==> config.mk <==
export PLATFORM = sky130hd
export DESIGN_NAME = legv8_control_unit
export DESIGN_NICKNAME = d
export VERILOG_FILES = /design/src/rtl/legv8_ctrl_pkg.sv /design/src/rtl/legv8_imm_gen.sv /design/src/rtl/legv8_control_unit.sv
export SDC_FILE = /design/constraint.sdc
export NUM_CORES = 1
export LEC_CHECK = 0
export BUFFER_PORTS_ARGS = -buffer_cell sky130_fd_sc_hd__buf_4
export CAP_MARGIN = 10
export CORE_ASPECT_RATIO = 1.25
export CORE_MARGIN = 2
export CORE_UTILIZATION = 49
export DETAILED_ROUTE_END_ITERATION = 8
export GPL_TIMING_DRIVEN = 0
export PLACE_DENSITY = 0.83
export REMOVE_ABC_BUFFERS = 1
export SYNTH_ARGS = -nofsm -noshare
export SYNTH_HDL_FRONTEND = slang
export SYNTH_SLANG_ARGS = --single-unit
==> constraint.sdc <==
create_clock -name clock -period 5.4 [get_ports clock]
set_input_delay 0.54 -clock clock [delete_from_list [all_inputs] [get_ports clock]]
set_output_delay 0.54 -clock clock [all_outputs]
set_load 0.05 [all_outputs]
==> src/rtl/legv8_ctrl_pkg.sv <==
// Shared definitions for the LEGv8 multicycle control unit.
//   - state_t       : sequencing states (RST, FETCH, DECODE, EXECUTE, HALT)
//   - insn_class_t  : instruction classes recognised by the decoder
//   - OP_*          : opcode field values (11/10/8/6-bit, aligned at IR[31])
//   - FS_*          : ALU function-select codes, as the datapath ALU encodes them
//   - PS_*/DS_*/AS_*: PC-select, data-select and address-select encodings
//   - CW_*          : bit offsets of each ControlWord field
//   - classify()    : maps an instruction word to its class
package legv8_ctrl_pkg;

  typedef enum logic [2:0] {
    ST_RST, ST_FETCH, ST_DECODE, ST_EXECUTE, ST_HALT
  } state_t;

  typedef enum logic [3:0] {
    CL_NONE, CL_ADD, CL_SUB, CL_AND, CL_ORR, CL_ADDS, CL_SUBS,
    CL_ADDI, CL_SUBI, CL_LDUR, CL_STUR, CL_B, CL_CBZ, CL_CBNZ, CL_BCOND
  } insn_class_t;

  localparam logic [10:0] OP_ADD   = 11'b100_0101_1000;
  localparam logic [10:0] OP_SUB   = 11'b110_0101_1000;
  localparam logic [10:0] OP_AND   = 11'b100_0101_0000;
  localparam logic [10:0] OP_ORR   = 11'b101_0101_0000;
  localparam logic [10:0] OP_ADDS  = 11'b101_0101_1000;
  localparam logic [10:0] OP_SUBS  = 11'b111_0101_1000;
  localparam logic [10:0] OP_LDUR  = 11'b111_1100_0010;
  localparam logic [10:0] OP_STUR  = 11'b111_1100_0000;
  localparam logic [9:0]  OP_ADDI  = 10'b10_0100_0100;
  localparam logic [9:0]  OP_SUBI  = 10'b11_0100_0100;
  localparam logic [7:0]  OP_CBZ   = 8'b1011_0100;
  localparam logic [7:0]  OP_CBNZ  = 8'b1011_0101;
  localparam logic [7:0]  OP_BCOND = 8'b0101_0100;
  localparam logic [5:0]  OP_B     = 6'b00_0101;

  localparam logic [4:0] FS_AND    = 5'b00000;
  localparam logic [4:0] FS_ORR    = 5'b00100;
  localparam logic [4:0] FS_ADD    = 5'b01000;
  localparam logic [4:0] FS_SUB    = 5'b01001;
  localparam logic [4:0] FS_PASS_B = 5'b10100;

  localparam logic [1:0] PS_HOLD  = 2'b00;
  localparam logic [1:0] PS_INC   = 2'b01;
  localparam logic [1:0] PS_PC_K  = 2'b10;

  localparam logic [1:0] DS_ALU   = 2'b00;
  localparam logic [1:0] DS_STORE = 2'b01;
  localparam logic [1:0] DS_MEM   = 2'b11;

  localparam logic AS_ALU = 1'b0;
  localparam logic AS_PC  = 1'b1;

  localparam int CW_SB    = 0;
  localparam int CW_SA    = 5;
  localparam int CW_DA    = 10;
  localparam int CW_RW    = 15;
  localparam int CW_MW    = 16;
  localparam int CW_SIZE  = 17;
  localparam int CW_C0    = 19;
  localparam int CW_FS    = 20;
  localparam int CW_SL    = 25;
  localparam int CW_IL    = 26;
  localparam int CW_BSEL  = 27;
  localparam int CW_PCSEL = 28;
  localparam int CW_PS    = 29;
  localparam int CW_DS    = 31;
  localparam int CW_AS    = 33;
  localparam int CW_WIDTH = 34;

  // Widest opcode fields are tested first so a short opcode never shadows a
  // longer one that shares its leading bits.
  function automatic insn_class_t classify(input logic [31:0] ir);
    insn_class_t cls;
    cls = CL_NONE;
    case (ir[31:21])
      OP_ADD:  cls = CL_ADD;
      OP_SUB:  cls = CL_SUB;
      OP_AND:  cls = CL_AND;
      OP_ORR:  cls = CL_ORR;
      OP_ADDS: cls = CL_ADDS;
      OP_SUBS: cls = CL_SUBS;
      OP_LDUR: cls = CL_LDUR;
      OP_STUR: cls = CL_STUR;
      default: begin
        if (ir[31:22] == OP_ADDI)       cls = CL_ADDI;
        else if (ir[31:22] == OP_SUBI)  cls = CL_SUBI;
        else if (ir[31:24] == OP_CBZ)   cls = CL_CBZ;
        else if (ir[31:24] == OP_CBNZ)  cls = CL_CBNZ;
        else if (ir[31:24] == OP_BCOND) cls = CL_BCOND;
        else if (ir[31:26] == OP_B)     cls = CL_B;
      end
    endcase
    return cls;
  endfunction

endpackage

==> src/rtl/legv8_imm_gen.sv <==
// Immediate extraction/extension for the LEGv8 control unit.
//   field : IR[25:0], the part of the instruction that holds every immediate
//   cls   : decoded instruction class
//   imm   : 64-bit constant for the datapath B-mux / PC adder
// Branch offsets are reduced by 4 because PC has already advanced in FETCH.
module legv8_imm_gen
  import legv8_ctrl_pkg::*;
(
  input  logic [25:0]  field,
  input  insn_class_t  cls,
  output logic [63:0]  imm
);

  function automatic logic signed [63:0] sext9(input logic [8:0] v);
    return {{55{v[8]}}, v};
  endfunction

  function automatic logic signed [63:0] sext21(input logic [20:0] v);
    return {{43{v[20]}}, v};
  endfunction

  function automatic logic signed [63:0] sext28(input logic [27:0] v);
    return {{36{v[27]}}, v};
  endfunction

  logic signed [63:0] b_off;
  logic signed [63:0] cb_off;

  assign b_off  = sext28({field[25:0], 2'b00}) - 64'sd4;
  assign cb_off = sext21({field[23:5], 2'b00}) - 64'sd4;

  always_comb begin
    imm = '0;
    case (cls)
      CL_ADDI, CL_SUBI:          imm = {52'd0, field[21:10]};
      CL_LDUR, CL_STUR:          imm = sext9(field[20:12]);
      CL_B:                      imm = b_off;
      CL_CBZ, CL_CBNZ, CL_BCOND: imm = cb_off;
      default:                   imm = '0;
    endcase
  end

endmodule

==> src/rtl/legv8_control_unit.sv <==
// Multicycle FETCH -> DECODE -> EXECUTE control unit for the LEGv8 datapath.
//   clock        : system clock, rising edge
//   reset        : asynchronous, active-low
//   IR_out       : instruction register contents from the datapath
//   status       : [4:1] stored {V,C,N,Z}, [0] live ALU zero
//   ControlWord  : 34-bit datapath control word
//   constant     : 64-bit immediate for B-mux / PC adder
//   halted       : high while in HALT
//   insn_retired : count of completed EXECUTE cycles (wraps)
module legv8_control_unit
  import legv8_ctrl_pkg::*;
#(
  parameter int INSN_COUNT_WIDTH = 32
) (
  input  logic                        clock,
  input  logic                        reset,
  input  logic [31:0]                 IR_out,
  input  logic [4:0]                  status,
  output logic [33:0]                 ControlWord,
  output logic [63:0]                 constant,
  output logic                        halted,
  output logic [INSN_COUNT_WIDTH-1:0] insn_retired
);

  state_t      state, state_nxt;
  insn_class_t cls;
  logic [63:0] imm;

  assign cls = classify(IR_out);

  legv8_imm_gen u_imm_gen (
    .field (IR_out[25:0]),
    .cls   (cls),
    .imm   (imm)
  );

  // flags = {V,C,N,Z}; unlisted conditions are never taken.
  function automatic logic cond_taken(input logic [3:0] cond, input logic [3:0] flags);
    logic v, c, n, z;
    {v, c, n, z} = flags;
    case (cond)
      4'h0:    return z;
      4'h1:    return !z;
      4'h2:    return c;
      4'h3:    return !c;
      4'hA:    return n == v;
      4'hB:    return n != v;
      4'hC:    return !z && (n == v);
      4'hD:    return z || (n != v);
      default: return 1'b0;
    endcase
  endfunction

  always_ff @(posedge clock or negedge reset) begin
    if (!reset) begin
      state        <= ST_RST;
      insn_retired <= '0;
    end else begin
      state <= state_nxt;
      if (state == ST_EXECUTE) insn_retired <= insn_retired + INSN_COUNT_WIDTH'(1);
    end
  end

  always_comb begin
    state_nxt = state;
    case (state)
      ST_RST:     state_nxt = ST_FETCH;
      ST_FETCH:   state_nxt = ST_DECODE;
      ST_DECODE:  state_nxt = (cls == CL_NONE) ? ST_HALT : ST_EXECUTE;
      ST_EXECUTE: state_nxt = ST_FETCH;
      ST_HALT:    state_nxt = ST_HALT;
      default:    state_nxt = ST_RST;
    endcase
  end

  assign halted = (state == ST_HALT);

  // Outputs are purely combinational from state and IR_out, so an async
  // reset idles the datapath in the same cycle it is asserted.
  logic       as_f, pcsel_f, bsel_f, il_f, sl_f, c0_f, mw_f, rw_f;
  logic [1:0] ds_f, ps_f, size_f;
  logic [4:0] fs_f, da_f, sa_f, sb_f;

  always_comb begin
    as_f = 1'b0; ds_f = DS_ALU; ps_f = PS_HOLD; pcsel_f = 1'b0; bsel_f = 1'b0;
    il_f = 1'b0; sl_f = 1'b0; fs_f = '0; c0_f = 1'b0; size_f = 2'b00;
    mw_f = 1'b0; rw_f = 1'b0; da_f = '0; sa_f = '0; sb_f = '0;
    constant = '0;
    case (state)
      ST_FETCH: begin
        as_f = AS_PC; ds_f = DS_MEM; il_f = 1'b1; ps_f = PS_INC; size_f = 2'b11;
      end
      ST_EXECUTE: begin
        da_f = IR_out[4:0]; sa_f = IR_out[9:5]; sb_f = IR_out[20:16];
        constant = imm;
        case (cls)
          CL_ADD:  begin fs_f = FS_ADD; rw_f = 1'b1; end
          CL_SUB:  begin fs_f = FS_SUB; c0_f = 1'b1; rw_f = 1'b1; end
          CL_AND:  begin fs_f = FS_AND; rw_f = 1'b1; end
          CL_ORR:  begin fs_f = FS_ORR; rw_f = 1'b1; end
          CL_ADDS: begin fs_f = FS_ADD; sl_f = 1'b1; rw_f = 1'b1; end
          CL_SUBS: begin fs_f = FS_SUB; c0_f = 1'b1; sl_f = 1'b1; rw_f = 1'b1; end
          CL_ADDI: begin fs_f = FS_ADD; bsel_f = 1'b1; rw_f = 1'b1; end
          CL_SUBI: begin fs_f = FS_SUB; c0_f = 1'b1; bsel_f = 1'b1; rw_f = 1'b1; end
          CL_LDUR: begin
            as_f = AS_ALU; ds_f = DS_MEM; bsel_f = 1'b1; fs_f = FS_ADD;
            rw_f = 1'b1; size_f = 2'b11;
          end
          CL_STUR: begin
            as_f = AS_ALU; ds_f = DS_STORE; bsel_f = 1'b1; fs_f = FS_ADD;
            sb_f = IR_out[4:0]; mw_f = 1'b1; size_f = 2'b11;
          end
          CL_B: begin ps_f = PS_PC_K; pcsel_f = 1'b1; end
          // Rt is passed through the ALU; status[0] is its live zero flag.
          CL_CBZ: begin
            fs_f = FS_PASS_B; sb_f = IR_out[4:0];
            ps_f = status[0] ? PS_PC_K : PS_HOLD;
          end
          CL_CBNZ: begin
            fs_f = FS_PASS_B; sb_f = IR_out[4:0];
            ps_f = status[0] ? PS_HOLD : PS_PC_K;
          end
          CL_BCOND: ps_f = cond_taken(IR_out[3:0], status[4:1]) ? PS_PC_K : PS_HOLD;
          default: ;
        endcase
      end
      default: ;
    endcase
  end

  always_comb begin
    ControlWord                  = '0;
    ControlWord[CW_AS]           = as_f;
    ControlWord[CW_DS +: 2]      = ds_f;
    ControlWord[CW_PS +: 2]      = ps_f;
    ControlWord[CW_PCSEL]        = pcsel_f;
    ControlWord[CW_BSEL]         = bsel_f;
    ControlWord[CW_IL]           = il_f;
    ControlWord[CW_SL]           = sl_f;
    ControlWord[CW_FS +: 5]      = fs_f;
    ControlWord[CW_C0]           = c0_f;
    ControlWord[CW_SIZE +: 2]    = size_f;
    ControlWord[CW_MW]           = mw_f;
    ControlWord[CW_RW]           = rw_f;
    ControlWord[CW_DA +: 5]      = da_f;
    ControlWord[CW_SA +: 5]      = sa_f;
    ControlWord[CW_SB +: 5]      = sb_f;
  end

endmodule

Word-level counts from Yosys, hierarchy flattened
Cells that the tools add are included.
Widths: inputs -> output; s select.
Storage, ports and cells
  register bits: 35
  input port bits: 39
  output and inout bits: 131
  word-level logic and storage cells: 106
Cells by class
  $add $sub $neg: 3
  eq/ne operators: 41
  mux-type cells: 42
  reduce and logical (&&, ||, !) cells: 18
Operators with widths (count)
  $pmux 64 s4: 1
  $eq 11x11->1 const B: 8
  $mux 64: 1
  $eq 4x4->1 const B: 11
  $add 32x1->32 const B: 1
  $pmux 4 s8: 1
  $sub 28x4->29 const B: 1
  $mux 5: 5
  $mux 4: 6
  $sub 21x4->22 const B: 1
  $eq 10x10->1 const B: 2
  $pmux 5 s4: 1
  $eq 4x2->1 const B: 4
  $eq 4x3->1 const B: 4
  $eq 8x8->1 const B: 2
  $pmux 2 s2: 4
  $mux 1: 15
  $pmux 3 s4: 1
  $reduce_or 2->1: 5
  $reduce_or 3->1: 3
  $reduce_or 9->1: 1
  $eq 4x1->1 const B: 2
  $eq 8x7->1 const B: 1
  $logic_not 4->1: 2
  16 further kinds: 21

Logic depth before layout (Yosys ltp)
  word-level depth: 14
  depth in mapped cells: 10
  depth with buffers taken out: 9

Hierarchy
From an unflattened synthesis, not the netlist that was laid out.
Second synthesis, totals
  cells, all modules: 587
  area, all modules: 4613.2 um2
Modules (own cells, without submodules)
  legv8_control_unit: instances 1, cells an instance 352, area an instance 2989.1 um2, seq. area each 875.8 um2
  legv8_imm_gen: instances 1, cells an instance 235, area an instance 1624.1 um2, seq. area each 0.0 um2

Least setup slack after synthesis
No wires, ideal clock.
  path type: input to output
  start point: input port IR_out[14]
  end point: output port constant[29]
  data arrival time: 4.696 ns
  required time: 4.860 ns
  path slack: 0.164 ns
  stages on the path: 9
  path through: buf_2 or4_4 buf_6 or4_4 buf_6 nor3_1 o21ai_1 a21oi_1 buf_4
Between the ends
  longest elaborated chain between the ends: 3
  elaborated cells on any way between the ends: 4
  those cells by class: add/sub (2); mux (2)
RTL lines
  from (decl): line legv8_control_unit.sv:17  | input logic [31:0] IR_out,
  $sub 28x4->29 or $sub 21x4->22 (tied branches): line legv8_imm_gen.sv:29, legv8_imm_gen.sv:30
  $pmux 64 s4 *: line legv8_imm_gen.sv:34  | case (cls)
  $mux 64 *: line legv8_control_unit.sv:89  | case (state)
  to (decl): line legv8_control_unit.sv:20  | output logic [63:0] constant,
Mark *: on every way between the ends. The rest lies on a longest branch, timed or not.

Final worst setup path
  start point: input port IR_out[30]
  end point: output port constant[28]
Between the ends
  longest elaborated chain between the ends: 12
  elaborated cells on any way between the ends: 34
  those cells by class: eq/ne (22); mux (9); reduce/logical (3)
RTL lines
  $eq 6x3->1: line legv8_ctrl_pkg.sv:89  | else if (ir[31:26] == OP_B) cls = CL_B;
  $mux 4: line legv8_ctrl_pkg.sv:89
  $mux 4: line legv8_ctrl_pkg.sv:88  | else if (ir[31:24] == OP_BCOND) cls = CL_BCOND;
  $mux 4: line legv8_ctrl_pkg.sv:87  | else if (ir[31:24] == OP_CBNZ) cls = CL_CBNZ;
  $mux 4: line legv8_ctrl_pkg.sv:86  | else if (ir[31:24] == OP_CBZ) cls = CL_CBZ;
  $mux 4: line legv8_ctrl_pkg.sv:85  | else if (ir[31:22] == OP_SUBI) cls = CL_SUBI;
  $mux 4: line legv8_ctrl_pkg.sv:84  | if (ir[31:22] == OP_ADDI) cls = CL_ADDI;
  $pmux 4 s8 *: line legv8_ctrl_pkg.sv:74  | case (ir[31:21])
  $eq 4x4->1 or $eq 4x3->1 (tied branches): line legv8_imm_gen.sv:34
  $reduce_or 3->1 (tied with other cells): line legv8_imm_gen.sv:34
  $pmux 64 s4 *: line legv8_imm_gen.sv:34
  $mux 64 *: line legv8_control_unit.sv:89
Marked as above.

==> metrics.md <==
| Metric | Value |
|---|---|
| Status | complete, no violations |
| Final Core Density | 0.637 |
| Flops & latches, synth | 35 |
| Vias in the first global route | 3,928 |
| Critical path arrival | between 3 and 4 ns |
| Critical path's slowest cell | nor3_2 |
| CP Data Required Time | 4.86 ns |
| Ratio of cells with drive above 1 in the final layout | 0.329 |
| Power, Total | approximately 1.1 mW |
| Drc violations | 0 |
| Die Footprint | roughly 8900 µm² |
| Asr flop ratio synth | 1.00 |
| Cts repair resizes | 0 |
| Worst Skew | 0.00362 ns |
| Fillcell total | 723 |
| Number of diodes | 0 |
| Final Instance Count excl. Fillers | 712 |
| Max Buffers Root-to-Sink | 2 |
| Die height | 105 µm |
| Total negative slack | 0 ns |
| Unique cell type count in the Yosys netlist | 66 |
| Vias | 4,120 |
| YS warnings | 0 |
| Setup violators final | 0 |
| Worst vdd ir | 305 µV |
| Post-synth EDFFs | 0 |
| WL/cell | 16.9 µm |
| Netlist Area Pre-Place | 3980 µm² |
| Worst hold path type | input port to async pin |
| CTS Buf Count | 5 |
| Max FO, Critical Path | 23 |
| Hold_buf cts | 0 |
| CP cell instances | buf_4, nor2b_1, nand4_1, nor3_2, nand2_1, o21ai_4, inv_1, a21oi_2, buf_8, buf_4 |
| Nets@finish | 664 |
| Pwr dens | between 200 and 250 nW/µm² |
| WL final | 12,000 µm |
| Num ports | 170 |
| Initial DRC Count | 233 |
| CP startpoint kind | input port |
| IO Port Bufs | 168 |
| Via density per instance | 5.79 |
| Cells after Synth | 521 |
| Slew Limit Fails | 0 |
| Gr usage total | 0.258 |
| Pre-antenna DRT Iters | 6 |
| DRT antenna net count | 0 |
| Ys flop type | dfrtp_1 |
| Pin count of the biggest net entering global routing | 36 |
| Worst Path Buf+Inv | 4 |
| CTS tree | built |
| Min cycle time layout | 4.32 ns |
| Max cap viols | 0 |
| Post-CTS setup repair buffer count | 0 |
| CTS HTree Levels | 2 |
| Width of the die | 84.6 µm |
| Post-synthesis sequential area ratio | 0.220 |
| Leakage | 2.28 nW |
| Grt ovf | 0 |
| Max incr delay on CP | 0.83 ns |
| Syn_area_per_cell | 7.63 µm² |
| Final hold viol count | 0 |
| Core area | 7840 µm² |
| CTS root buffer | clkbuf_8 |
| Post-placement cell count | around 710 |
| Period utilization | 0.799 |
| CP Capture Type | output port |
| First-pass GRT wire length | 19,100 µm |
| CTS clock-pin slew for the worst setup and hold paths | roughly 0.06 ns |
| Final Wtd Congestion | approximately 0.97 |
| CTS Sinks | 35 |
| Max transition margin | 0.290 |
| Top Family by Delay on Critical Path | simple AND/OR/NAND/NOR gates |
| RSZ-0062 raised after global routing | false |
| Most frequent cell on the critical path | buf_4 |
| Critical path class | input port to output port |
| Antenna violations before repair | 0 |
| Area growth, synth to finish | 25.6% |
| Max Freq | approximately 230 MHz |
| Detail Placement HPWL | between 9000 and 10,000 µm |
| Rows | 36 |
| Initial core utilization | 0.507 |
| Clk Latency, worst-skew pair | 0.28 ns |
| Worst Tran Pin Value | 1.06 ns |
## registers in the layout, summed over array words and instances (netlist names)
register      flops
state             3
insn_retired     32
## per-stage QoR
stage	area [µm²]	setup WS (ns)	hold slack (ns)
after CTS	4990	1.14	0.212
after detailed placement	4920	1.19	0.460
after floorplan	3450	-23.32	0.244
final	4990	1.08	0.193
after global placement	4830	-1.32	0.459
after global routing	4990	0.843	0.241
## metal layers
layer | wire, µm | GRT usage
met1 | 4710 | 0.307
met2 | 6120 | 0.470
met3 | 873 | 0.0276
met4 | 293 | 0.0998
met5 | 0 | 0
## synthesized netlist by cell type, types with 3 or more instances
master | n | area, µm²
nor3_1 | 20 | 100
a21oi_1 | 30 | 150
xnor2_1 | 40 | 350
nor2_2 | 4 | 25.0
nand3_1 | 24 | 120
o21ai_0 | 4 | 20.0
a222oi_1 | 4 | 40.0
a22oi_1 | 4 | 30.0
nand4_1 | 11 | 68.8
or4_1 | 3 | 22.5
buf_6 | 3 | 33.8
buf_4 | 48 | 360
nor2_1 | 51 | 191
a221oi_1 | 8 | 70.1
inv_1 | 15 | 56.3
and3_1 | 5 | 31.3
nand2_1 | 50 | 188
or2_2 | 6 | 37.5
buf_2 | 11 | 55.1
nor2b_1 | 4 | 25.0
xor2_1 | 33 | 289
and3b_1 | 3 | 26.3
nand2b_1 | 7 | 43.8
clkbuf_1 | 19 | 71.3
o22ai_1 | 4 | 25.0
ha_1 | 7 | 87.6
nor4_1 | 4 | 25.0
dfrtp_1 | 35 | 876
and2_1 | 10 | 62.6
o21ai_1 | 3 | 15.0
a31oi_1 | 5 | 31.3
## cell families after synthesis
logic type               synth area share
AO/OA/AOI/OAI                       0.138
adder cells (fa/ha/maj)            0.0220
multiplexers                      0.00503
buffers and inverters               0.146
AND/OR/NAND/NOR                     0.307
flip-flops                          0.220
other                            0.000943
XOR/XNOR                            0.161
## cell type report
cell class / count / area (µm²) / area share
Multi-Input combinational cell: 389 / 2540 / 0.509
Timing Repair Buffer: 172 / 1330 / 0.266
Sequential cell: 35 / 876 / 0.175
Tap cell: 95 / 119 / 0.0238
Clock buffer: 6 / 72.6 / 0.0145
Inverter: 15 / 56.3 / 0.0113
## final timing paths
check	start	end	slack, ns	cells past startpoint
setup / recovery	IR_out[30]	constant[28]	1.08	10
max in group asynchronous	reset	insn_retired[9]$_DFFE_PN0P_	4.89	1
hold / removal	reset	insn_retired[29]$_DFFE_PN0P_	0.19	1
setup reg to reg	state[2]$_DFF_PN0_	insn_retired[31]$_DFFE_PN0P_	2.81	7
hold reg to reg	insn_retired[31]$_DFFE_PN0P_	insn_retired[31]$_DFFE_PN0P_	0.47	1
min in group clock	insn_retired[31]$_DFFE_PN0P_	insn_retired[31]$_DFFE_PN0P_	0.47	1
## worst reg2reg max path, stage by stage, from the launching register on
cell	delay, ns
dfrtp_1	0.41
and3b_1	0.63
and3_1	0.29
nand3_1	0.13
nor3_1	0.35
nand3_1	0.27
nor3_1	0.29
xor2_1	0.17
## power by group
part,switching (mW),total [mW],leakage [nW],internal (mW)
clock network,0.0817,0.167,0.0371,0.0857
registers,0.0352,0.322,0.479,0.287
logic,0.428,0.601,1.77,0.173
total,0.545,1.09,2.28,0.546
## cells in the final DEF, fill, tap and decap left out, types with 3 or more instances in the layout
master	n
clkbuf_8	5
a22oi_1	4
a31oi_1	5
inv_1	15
or2_2	6
and3_1	5
nor2_2	4
nand2b_1	7
or4_1	3
a221oi_1	8
nor2_1	51
nor3_1	18
o21ai_1	3
nand4_1	11
xnor2_1	40
nor4_1	4
and2_1	10
and3b_1	3
nand3_1	24
nor2b_1	4
a222oi_1	4
xor2_1	33
o21ai_0	4
nand2_1	50
nor3_2	3
o22ai_1	4
a21oi_1	29
buf_4	168
dfrtp_1	35
ha_1	7
No activity file was read; power rests on OpenSTA's default activity.
